## src/rtl/bcd_display_scanner_if.sv

```systemverilog
// Bus bundle for the four-digit BCD display scanner.
// The host drives LOAD/DIGITS; the scanner drives the display outputs.
interface bcd_display_scanner_if;
   logic        LOAD;
   logic [15:0] DIGITS;
   logic [6:0]  SEG;
   logic [3:0]  AN;
   logic        ERR;
   logic        FRAME;

   modport master (
      output LOAD,
      output DIGITS,
      input  SEG,
      input  AN,
      input  ERR,
      input  FRAME
   );

   modport slave (
      input  LOAD,
      input  DIGITS,
      output SEG,
      output AN,
      output ERR,
      output FRAME
   );
endinterface

```

## src/rtl/bcd_display_scanner.sv

```systemverilog
// Multiplexed four-digit 7-segment scanner with frame-synchronous update,
// leading-zero blanking and a sticky invalid-digit flag.
module bcd_display_scanner #(
   parameter int unsigned SCAN_DIV = 4,
   parameter bit          BLANK_LZ = 1'b1
) (
   input logic                  CLK,
   input logic                  RES,
   bcd_display_scanner_if.slave bus
);

   localparam int unsigned CW =
      (SCAN_DIV > 1) ? $clog2(SCAN_DIV) : 1;
   localparam logic [CW-1:0] CMAX = CW'(SCAN_DIV - 1);

   logic [CW-1:0] cnt;
   logic [1:0]    idx;
   logic [15:0]   pend;
   logic          pend_valid;
   logic [15:0]   disp;
   logic          wrap_q;

   logic          tick;
   logic          frame_edge;
   logic [3:0]    dig;
   logic [3:0]    lz;
   logic [6:0]    seg_nxt;
   logic          bad;

   function automatic logic [6:0] seg7(input logic [3:0] d);
      logic [6:0] s;
      case (d)
         4'd0:    s = 7'b1111110;
         4'd1:    s = 7'b0110000;
         4'd2:    s = 7'b1101101;
         4'd3:    s = 7'b1111001;
         4'd4:    s = 7'b0110011;
         4'd5:    s = 7'b1011011;
         4'd6:    s = 7'b1011111;
         4'd7:    s = 7'b1110000;
         4'd8:    s = 7'b1111111;
         4'd9:    s = 7'b1111011;
         default: s = 7'b0000001;
      endcase
      return s;
   endfunction

   assign tick       = (cnt == CMAX);
   assign frame_edge = tick && (idx == 2'd3);

   // Prescaler: one tick every SCAN_DIV cycles
   always_ff @(posedge CLK) begin
      if (!RES) begin
         cnt <= '0;
      end else if (tick) begin
         cnt <= '0;
      end else begin
         cnt <= cnt + CW'(1);
      end
   end

   // Digit slot index advances once per tick
   always_ff @(posedge CLK) begin
      if (!RES) begin
         idx <= 2'd0;
      end else if (tick) begin
         idx <= idx + 2'd1;
      end
   end

   // Pending capture; display only changes on a frame boundary
   always_ff @(posedge CLK) begin
      if (!RES) begin
         pend       <= 16'h0000;
         pend_valid <= 1'b0;
         disp       <= 16'h0000;
      end else begin
         if (bus.LOAD) begin
            pend <= bus.DIGITS;
         end
         if (frame_edge) begin
            pend_valid <= 1'b0;
            if (bus.LOAD) begin
               disp <= bus.DIGITS;
            end else if (pend_valid) begin
               disp <= pend;
            end
         end else if (bus.LOAD) begin
            pend_valid <= 1'b1;
         end
      end
   end

   // Select the current digit and its blanking status
   always_comb begin
      dig = disp[3:0];
      unique case (idx)
         2'd0: dig = disp[3:0];
         2'd1: dig = disp[7:4];
         2'd2: dig = disp[11:8];
         2'd3: dig = disp[15:12];
      endcase
      lz[3] = (disp[15:12] == 4'd0);
      lz[2] = lz[3] && (disp[11:8] == 4'd0);
      lz[1] = lz[2] && (disp[7:4] == 4'd0);
      lz[0] = 1'b0;
      if (BLANK_LZ && lz[idx]) begin
         seg_nxt = 7'b0000000;
      end else begin
         seg_nxt = seg7(dig);
      end
      bad = (disp[3:0]   > 4'd9) ||
            (disp[7:4]   > 4'd9) ||
            (disp[11:8]  > 4'd9) ||
            (disp[15:12] > 4'd9);
   end

   // Registered display drive, frame pulse and sticky error
   always_ff @(posedge CLK) begin
      if (!RES) begin
         bus.SEG   <= 7'b0000000;
         bus.AN    <= 4'b1111;
         bus.ERR   <= 1'b0;
         bus.FRAME <= 1'b0;
         wrap_q    <= 1'b0;
      end else begin
         bus.SEG   <= seg_nxt;
         bus.AN    <= ~(4'b0001 << idx);
         bus.ERR   <= bus.ERR | bad;
         wrap_q    <= frame_edge;
         bus.FRAME <= wrap_q;
      end
   end

endmodule
```

## src/flat_wrapper.sv

```systemverilog
// flat-port wrapper written by rule: the top's interface ports become plain ports
module bcd_display_scanner_flat 
#(
   parameter int unsigned SCAN_DIV = 4,
   parameter bit          BLANK_LZ = 1'b1
)
  (CLK, RES, bus_LOAD, bus_DIGITS, bus_SEG, bus_AN, bus_ERR, bus_FRAME);
  bcd_display_scanner_if bus_i ();
  input logic CLK;
  input logic RES;
  input wire logic [$bits(bus_i.LOAD)-1:0] bus_LOAD;
  input wire logic [$bits(bus_i.DIGITS)-1:0] bus_DIGITS;
  output wire logic [$bits(bus_i.SEG)-1:0] bus_SEG;
  output wire logic [$bits(bus_i.AN)-1:0] bus_AN;
  output wire logic [$bits(bus_i.ERR)-1:0] bus_ERR;
  output wire logic [$bits(bus_i.FRAME)-1:0] bus_FRAME;
  assign bus_i.LOAD = bus_LOAD;
  assign bus_i.DIGITS = bus_DIGITS;
  assign bus_SEG = bus_i.SEG;
  assign bus_AN = bus_i.AN;
  assign bus_ERR = bus_i.ERR;
  assign bus_FRAME = bus_i.FRAME;
  bcd_display_scanner #(.SCAN_DIV(SCAN_DIV), .BLANK_LZ(BLANK_LZ)) u_core (.CLK(CLK), .RES(RES), .bus(bus_i));
endmodule
```

## config.mk

```make
export PLATFORM = sky130hd
export DESIGN_NAME = bcd_display_scanner_flat
export DESIGN_NICKNAME = d
export VERILOG_FILES = /design/src/rtl/bcd_display_scanner_if.sv /design/src/rtl/bcd_display_scanner.sv /design/src/flat_wrapper.sv
export SDC_FILE = /design/constraint.sdc
export NUM_CORES = 1
export LEC_CHECK = 0
export ABC_AREA = 1
export BUFFER_PORTS_ARGS = -buffer_cell sky130_fd_sc_hd__buf_2
export CAP_MARGIN = 20
export CORE_MARGIN = 2
export CORE_UTILIZATION = 56
export DETAILED_ROUTE_END_ITERATION = 16
export PLACE_DENSITY = 0.78
export SLEW_MARGIN = 25
export SYNTH_ARGS = -nofsm -noshare
export SYNTH_HDL_FRONTEND = slang
export SYNTH_SLANG_ARGS = --single-unit
```

## constraint.sdc

```tcl
create_clock -name CLK -period 2.55 [get_ports CLK]
set_input_delay 0.51 -clock CLK [delete_from_list [all_inputs] [get_ports CLK]]
set_output_delay 0.51 -clock CLK [all_outputs]
set_load 0.02 [all_outputs]
```

==> impl_results.md, run 1 <==
* CP Capture Type: register
* Setup TNS at 0 ns
* Io pins at 32
* CTS tree: built
* Area share of the largest cell type after synthesis at 45.6%
* Clock Pin Slew Worst Setup and Hold Paths at 0.09 ns
* Initial antenna violation count at 0
* Yosys top cell by area: dfxtp_1
* Hold_sp: u_core.wrap_q
* Crit path kind: register to register
* Final setup violation count at 0
* RePlAce Congestion at 0.911
* Unrepaired setup endpoints after global routing: false
* Worst Skew at 0.00739 ns
* Core Area at 0.00374 sq mm
* YS warnings at 0
* Clock Tree Root: clkbuf_8
* FF/Latch Area at 0.00102 sq mm
* Largest net degree at the start of global routing at 39
* Sequential fraction of the synthesis area at 45.6%
* Layout cells sized above 1 at 23.5%
* Fill cells at 337
* Clk sinks at 51
* Library cells used by synthesis at 27
* Synth area leaders: dfxtp_1, nor2_1, a211oi_2, nand2_1, mux2i_1
* Max-cap violations at 0
* DR WL/cell at 11.3 um
* DRT antenna net count at 0
* Leak at 0.00113 uW
* Routed vias at 1648
* Type of origin of the critical path: register
* First-pass GRT wire length at 6.53 mm
* Max Clk Rate at 0.495 GHz
* Row cnt at 22
* Drt pass-1 iters at 5
* HPWL after DPL at 2.77 mm
* Level count of the clock H-tree at 2
* GR Util met2 at 29.5%
* HP Class: register to register
* Via density at 5.01
* Most used DFF post-synth: dfxtp_1
* Final Cycle Share at 79.2%
* Worst Path Required at 2.78 ns
* Total CTS buffers at 5
* GRT Total Usage at 19.0%
* Overflow after GRT at 0
* Total power at 1540 uW
* Die W at 67.2 um
* Die area at 0.00452 sq mm
* # Post-CTS Setup Buffers at 0
* Post-synth EDFFs at 0
* Synth async-reset ratio at 0%
* Register bit total from synthesis at 51
* Final min period at 2.02 ns
* Worst reg2reg startpoint: u_core.idx[0]
* Pwr dens at 617 mW/mm^2
* Status: completed
* Initial DRC Count at 83
* Cell Area, Synth at 0.00224 sq mm
* Antenna Cells at 0
* Starting density of the core at 59.8%
* Syn_nets at 280
* Routed wire length at 3.73 mm
* Fraction of met3 tracks used by global routing at 5.67%
* # resized after CTS at 0
* Worst-Skew Late Latency at 0.30 ns
* Slew of the pin with the lowest slew margin at 0.440 ns
* Crit Path Max Fanout at 8
* Crit. Startpoint: u_core.idx[0]
* Peak supply drop at 0.440 mV
* Port bufs at 31
* Count of final max-slew check failures at 0
* Die Ht at 67.2 um
* Final nets at 311
* Met1 Usage GRT at 24.0%
* DRC viols at 0
* Avg Cell Area, Syn at 8.99 sq um
* Most Crowded Layer GR: met2
* Hold_buf cts at 0
* Vias in the first global route at 1529
* CP arrival at 2.25 ns
* Worst-case clock buffer depth at 2
* Area of the multi-input gates at 0.00109 sq mm
* Syn-to-layout area delta at 11.7%
* Cells after synthesis at 249
* Max-slew headroom at 70.6%
* Final Hold Fails at 0
## worst paths after layout
path / to / slack, ns / cells past startpoint
hold / removal: u_core.bus.FRAME / 0.42 / 2
setup / recovery: u_core.bus.SEG[3] / 0.53 / 11
hold reg to reg: u_core.bus.FRAME / 0.42 / 2
setup reg to reg: u_core.bus.SEG[3] / 0.53 / 11
## metrics by stage
stage	instances	hold slack (ns)	util [%]	setup WS [ns]	instance area (sq um)
detailed placement	321	0.412	64.3	0.565	2410
CTS	329	0.430	66.8	0.528	2500
global placement	321	0.397	64.3	0.585	2410
global route	329	0.441	66.8	0.328	2500
floorplan	249	0.390	-	0.792	2240
finish	329	0.424	66.8	0.531	2500
## critical path, stage by stage (launching register included)
cell and delay [ns]:
dfxtp_1 0.44, inv_1 0.12, ha_1 0.25, inv_2 0.13, nand2_1 0.12, o21ai_4 0.22
inv_1 0.09, ha_1 0.28, nand3_1 0.08, nand2_1 0.08, nand2_1 0.05, a21oi_1 0.11
## routing by layer
layer	up-vias	routed length (um)
met2	33	1610
met3	12	170
met1	731	1830
met4	0	116
met5	-	0
li1	872	-
## cells in the mapped netlist, types with 2 or more instances
master / number
dfxtp_1: 51
nor2_1: 50
nand2_1: 43
mux2i_1: 16
a211oi_2: 14
inv_1: 14
ha_1: 12
a21oi_1: 9
nand3_1: 6
o21ai_0: 6
buf_2: 5
buf_4: 3
a211oi_1: 2
buf_6: 2
nand2_2: 2
nor2_4: 2
o21ai_4: 2
## layout make-up
type | instances | area share, %
Clock buffer | 7 | 3.45
Clock inverter | 1 | 0.350
Inverter | 15 | 2.25
Multi-Input combinational cell | 173 | 43.6
Sequential cell | 51 | 40.8
Tap cell | 48 | 2.40
Timing Repair Buffer | 34 | 7.10
## registers in the layout, indices dropped and copies added, names as in the netlist
name	count
u_core.wrap_q	1
u_core.bus.SEG	7
u_core.bus.FRAME	1
u_core.pend	16
u_core.bus.ERR	1
u_core.disp	16
u_core.pend_valid	1
u_core.idx	2
u_core.bus.AN	4
u_core.cnt	2
## placed cells by master (no fill, tap or decap), types with 3 or more instances in the layout
master / instances
nand3_1: 6
buf_4: 3
ha_1: 12
buf_2: 31
nand2_1: 43
o21ai_0: 6
a21oi_1: 9
a211oi_2: 14
mux2i_1: 16
inv_1: 14
dfxtp_1: 51
nor2_1: 50
clkbuf_8: 6
## where the power goes
group	total, uW	internal [uW]	leakage, uW	switching, uW
clock network	472	222	0.0000484	250
registers	849	838	0.000418	11.4
logic	221	83.4	0.000660	137
total	1540	1140	0.00113	399
## cell families (layout without fill, tap and decap cells)
group,count (synthesis),count (layout),synth area share (%)
simple gates,110,110,20.8
buf+inv,25,57,5.65
mux,16,16,7.15
fa+ha+maj,12,12,6.71
flops,51,51,45.6
compound gates,34,34,13.7
xor+xnor,1,1,0.391
No activity file was read; power rests on OpenSTA's default activity.
==> inputs of run 2 (changes only) <==
Settings changed: CORE_UTILIZATION 56 to 50, PLACE_DENSITY 0.78 to 0.74.
Clock period 2.55 ns to 1.76 ns, I/O delays scaled along.
==> run 2 against run 1 <==
Effect of this change:
- worst hold slack worse by 0.14 ns
- final cell count up 5.5%
- clock skew down 0.00078 ns
- worst setup slack worse by 0.49 ns
- cell area up 11%
- clock power up 40%
- flip-flop and latch count unchanged
- die area up 11%
- register-to-register slack worse by 0.49 ns
- power up 48%
- global-route usage down 2.3 points
- non-clock buffer count up 14
- critical path type unchanged
- highest routed layer unchanged
==> impl_results.md, run 2 (synthesis results as in run 1) <==
* Hold Path Depth at 2
* Unrepaired setup endpoints after global routing: true
* WHS Endpoint: u_core.bus.AN[0]
* Crit path kind: register to register
* DRT antenna net count at 0
* Reg power frac at 53.7%
* Final nets at 325
* Fin util at 64.5%
* Overflow after GRT at 0
* Commonest non-fill, non-tap cell in the layout: dfxtp_1
* Vias in the first global route at 1599
* Met1 WL at 2.03 mm
* Met3 wire length at 148 um
* Core Area at 0.00432 sq mm
* Area of the multi-input gates at 0.00123 sq mm
* Clk pwr share at 28.9%
* Port bufs at 31
* Layout cells sized above 1 at 37.3%
* Drt pass-1 iters at 4
* Initial antenna violation count at 0
* Worst Skew at 0.00661 ns
* Crit Path Max Fanout at 5
* HP Class: primary input to register
* Total CTS buffers at 5
* Cell family with most CP delay: simple AND/OR/NAND/NOR gates
* Status: completed
* Syn-to-layout area delta at 24.5%
* Peak supply drop at 0.641 mV
* First-pass GRT wire length at 6.82 mm
* Psw at 631 uW
* R2R Setup Slk at 0.04 ns
* Final min period at 1.72 ns
* Row cnt at 24
* Pint at 1660 uW
* Slew of the pin with the lowest slew margin at 0.300 ns
* Combinational share of power at 17.4%
* Max Clk Rate at 0.583 GHz
* DR WL/cell at 12.6 um
* Type of origin of the critical path: register
* CP cell instances: buf_6, ha_4, nand2_2, nand2_2, nor2_4, nor2_4, buf_6, ha_4, nand3_2, nand2_1, nand2_1, a21oi_1
* Final Cycle Share at 97.5%
* Worst reg2reg path depth at 12
* Max layer used: met4
* Setup TNS at 0 ns
* Hold_sp: RES
* Leak at 0.00120 uW
* Level count of the clock H-tree at 2
* Routed wire length at 4.36 mm
* Final setup violation count at 0
* CP arrival at 1.96 ns
* Antenna Cells at 0
* Routed vias at 1737
* Worst path max stage delay at 0.37 ns
* Largest net degree at the start of global routing at 39
* Fill cells at 358
* Via density at 5.01
* Met2 wire length at 2.12 mm
* Final Hold Fails at 0
* Die Ht at 70.9 um
* Clk sinks at 51
* Most frequent cells in the layout: dfxtp_1, nor2_1, nand2_1, buf_2, mux2i_1
* Net Sw Frac at 27.6%
* Initial DRC Count at 74
* FF/Latch Area at 0.00103 sq mm
* HPWL after DPL at 2.84 mm
* Hold_buf cts at 0
* Worst Path Required at 2.00 ns
* CP Capture Type: register
* CP Buf/Inv Count at 2
* Biggest regs: u_core.disp: 16 flops, u_core.pend: 16 flops, u_core.bus.SEG: 7 flops
* Clock Pin Slew Worst Setup and Hold Paths at 0.09 ns
* Starting density of the core at 51.8%
* CTS tree: built
* DRC viols at 0
* Max-slew headroom at 80.0%
* Count of final max-slew check failures at 0
* CP max-delay cell: dfxtp_4
* Worst reg2reg startpoint: u_core.idx[0]
* Worst-case clock buffer depth at 2
* Die W at 70.9 um
* RePlAce Congestion at 0.843
* Max-cap violations at 0
* Io pins at 32
* Clock Tree Root: clkbuf_8
* Pwr dens at 821 mW/mm^2
* Die area at 0.00503 sq mm
* Worst-Skew Late Latency at 0.31 ns
* Worst R2R End: u_core.bus.SEG[3]
* GRT Total Usage at 16.7%
run 2: cell count changes in the layout (fill, tap and decap cells not counted), moves of 3 or more:
cell / previous run / this run
inv_4: 0 / 3
nand2_2: 2 / 10
inv_1: 14 / 8
buf_4: 3 / 12
ha_4: 0 / 6
ha_1: 12 / 4
inv_2: 1 / 4
buf_6: 0 / 3
nand2_1: 43 / 35
run 2: worst max-delay path by stage:
stage / cells after the start / endpoint / from
finish: 12 / u_core.bus.SEG[3] / u_core.idx[0]
CTS: 12 / u_core.bus.SEG[1] / u_core.idx[1]
global route: 13 / u_core.bus.SEG[6] / u_core.idx[0]
global placement: 11 / u_core.bus.SEG[3] / u_core.idx[1]
floorplan: 11 / u_core.bus.SEG[3] / u_core.idx[0]
detailed placement: 10 / u_core.bus.SEG[5] / u_core.idx[1]
run 2: power by group through the flow:
| stage | clock network, uW | registers [uW] | logic [uW] |
|---|---|---|---|
| finish | 661 | 1230 | 398 |
| global route | 713 | 1240 | 440 |
| CTS | 674 | 1230 | 341 |
| detailed placement | 0 | 1260 | 338 |
| global placement | 0 | 1260 | 332 |
| floorplan | 0 | 1300 | 199 |
run 2: timing repair:
action                                  CTS  global route
gates cloned                              0             0
hold endpoints to repair                  0             0
gates resized for setup                   7            41
pin swaps                                 0            13
buffers inserted                          0             5
endpoints found under the setup margin    6             7
run 2: metrics by stage:
stage	hold WS [ns]	setup WS, ns	area, sq um	cells	power, uW
CTS	0.278	0.0179	2600	342	2240
finish	0.283	0.0444	2790	347	2290
global route	0.294	-0.0761	2790	347	2390
global placement	0.397	0.0355	2500	334	1590
detailed placement	0.400	-0.0320	2500	334	1600
floorplan	0.390	0.00212	2240	249	1500
run 2: layout make-up:
cell class              instances  share of cell area (%)
multi-input cells             173                    44.0
well taps                      52                    2.33
clock inverters                 2                   0.449
inverters                      15                    2.29
flip-flops and latches         51                    36.9
clock buffers                   6                    2.60
repair buffers                 48                    11.4
run 2: per-layer routing:
metal | track usage, % | vias up
met5 | 0 | -
met4 | 5.66 | 0
met3 | 3.56 | 7
met2 | 27.8 | 29
met1 | 21.6 | 803
li1 | - | 898
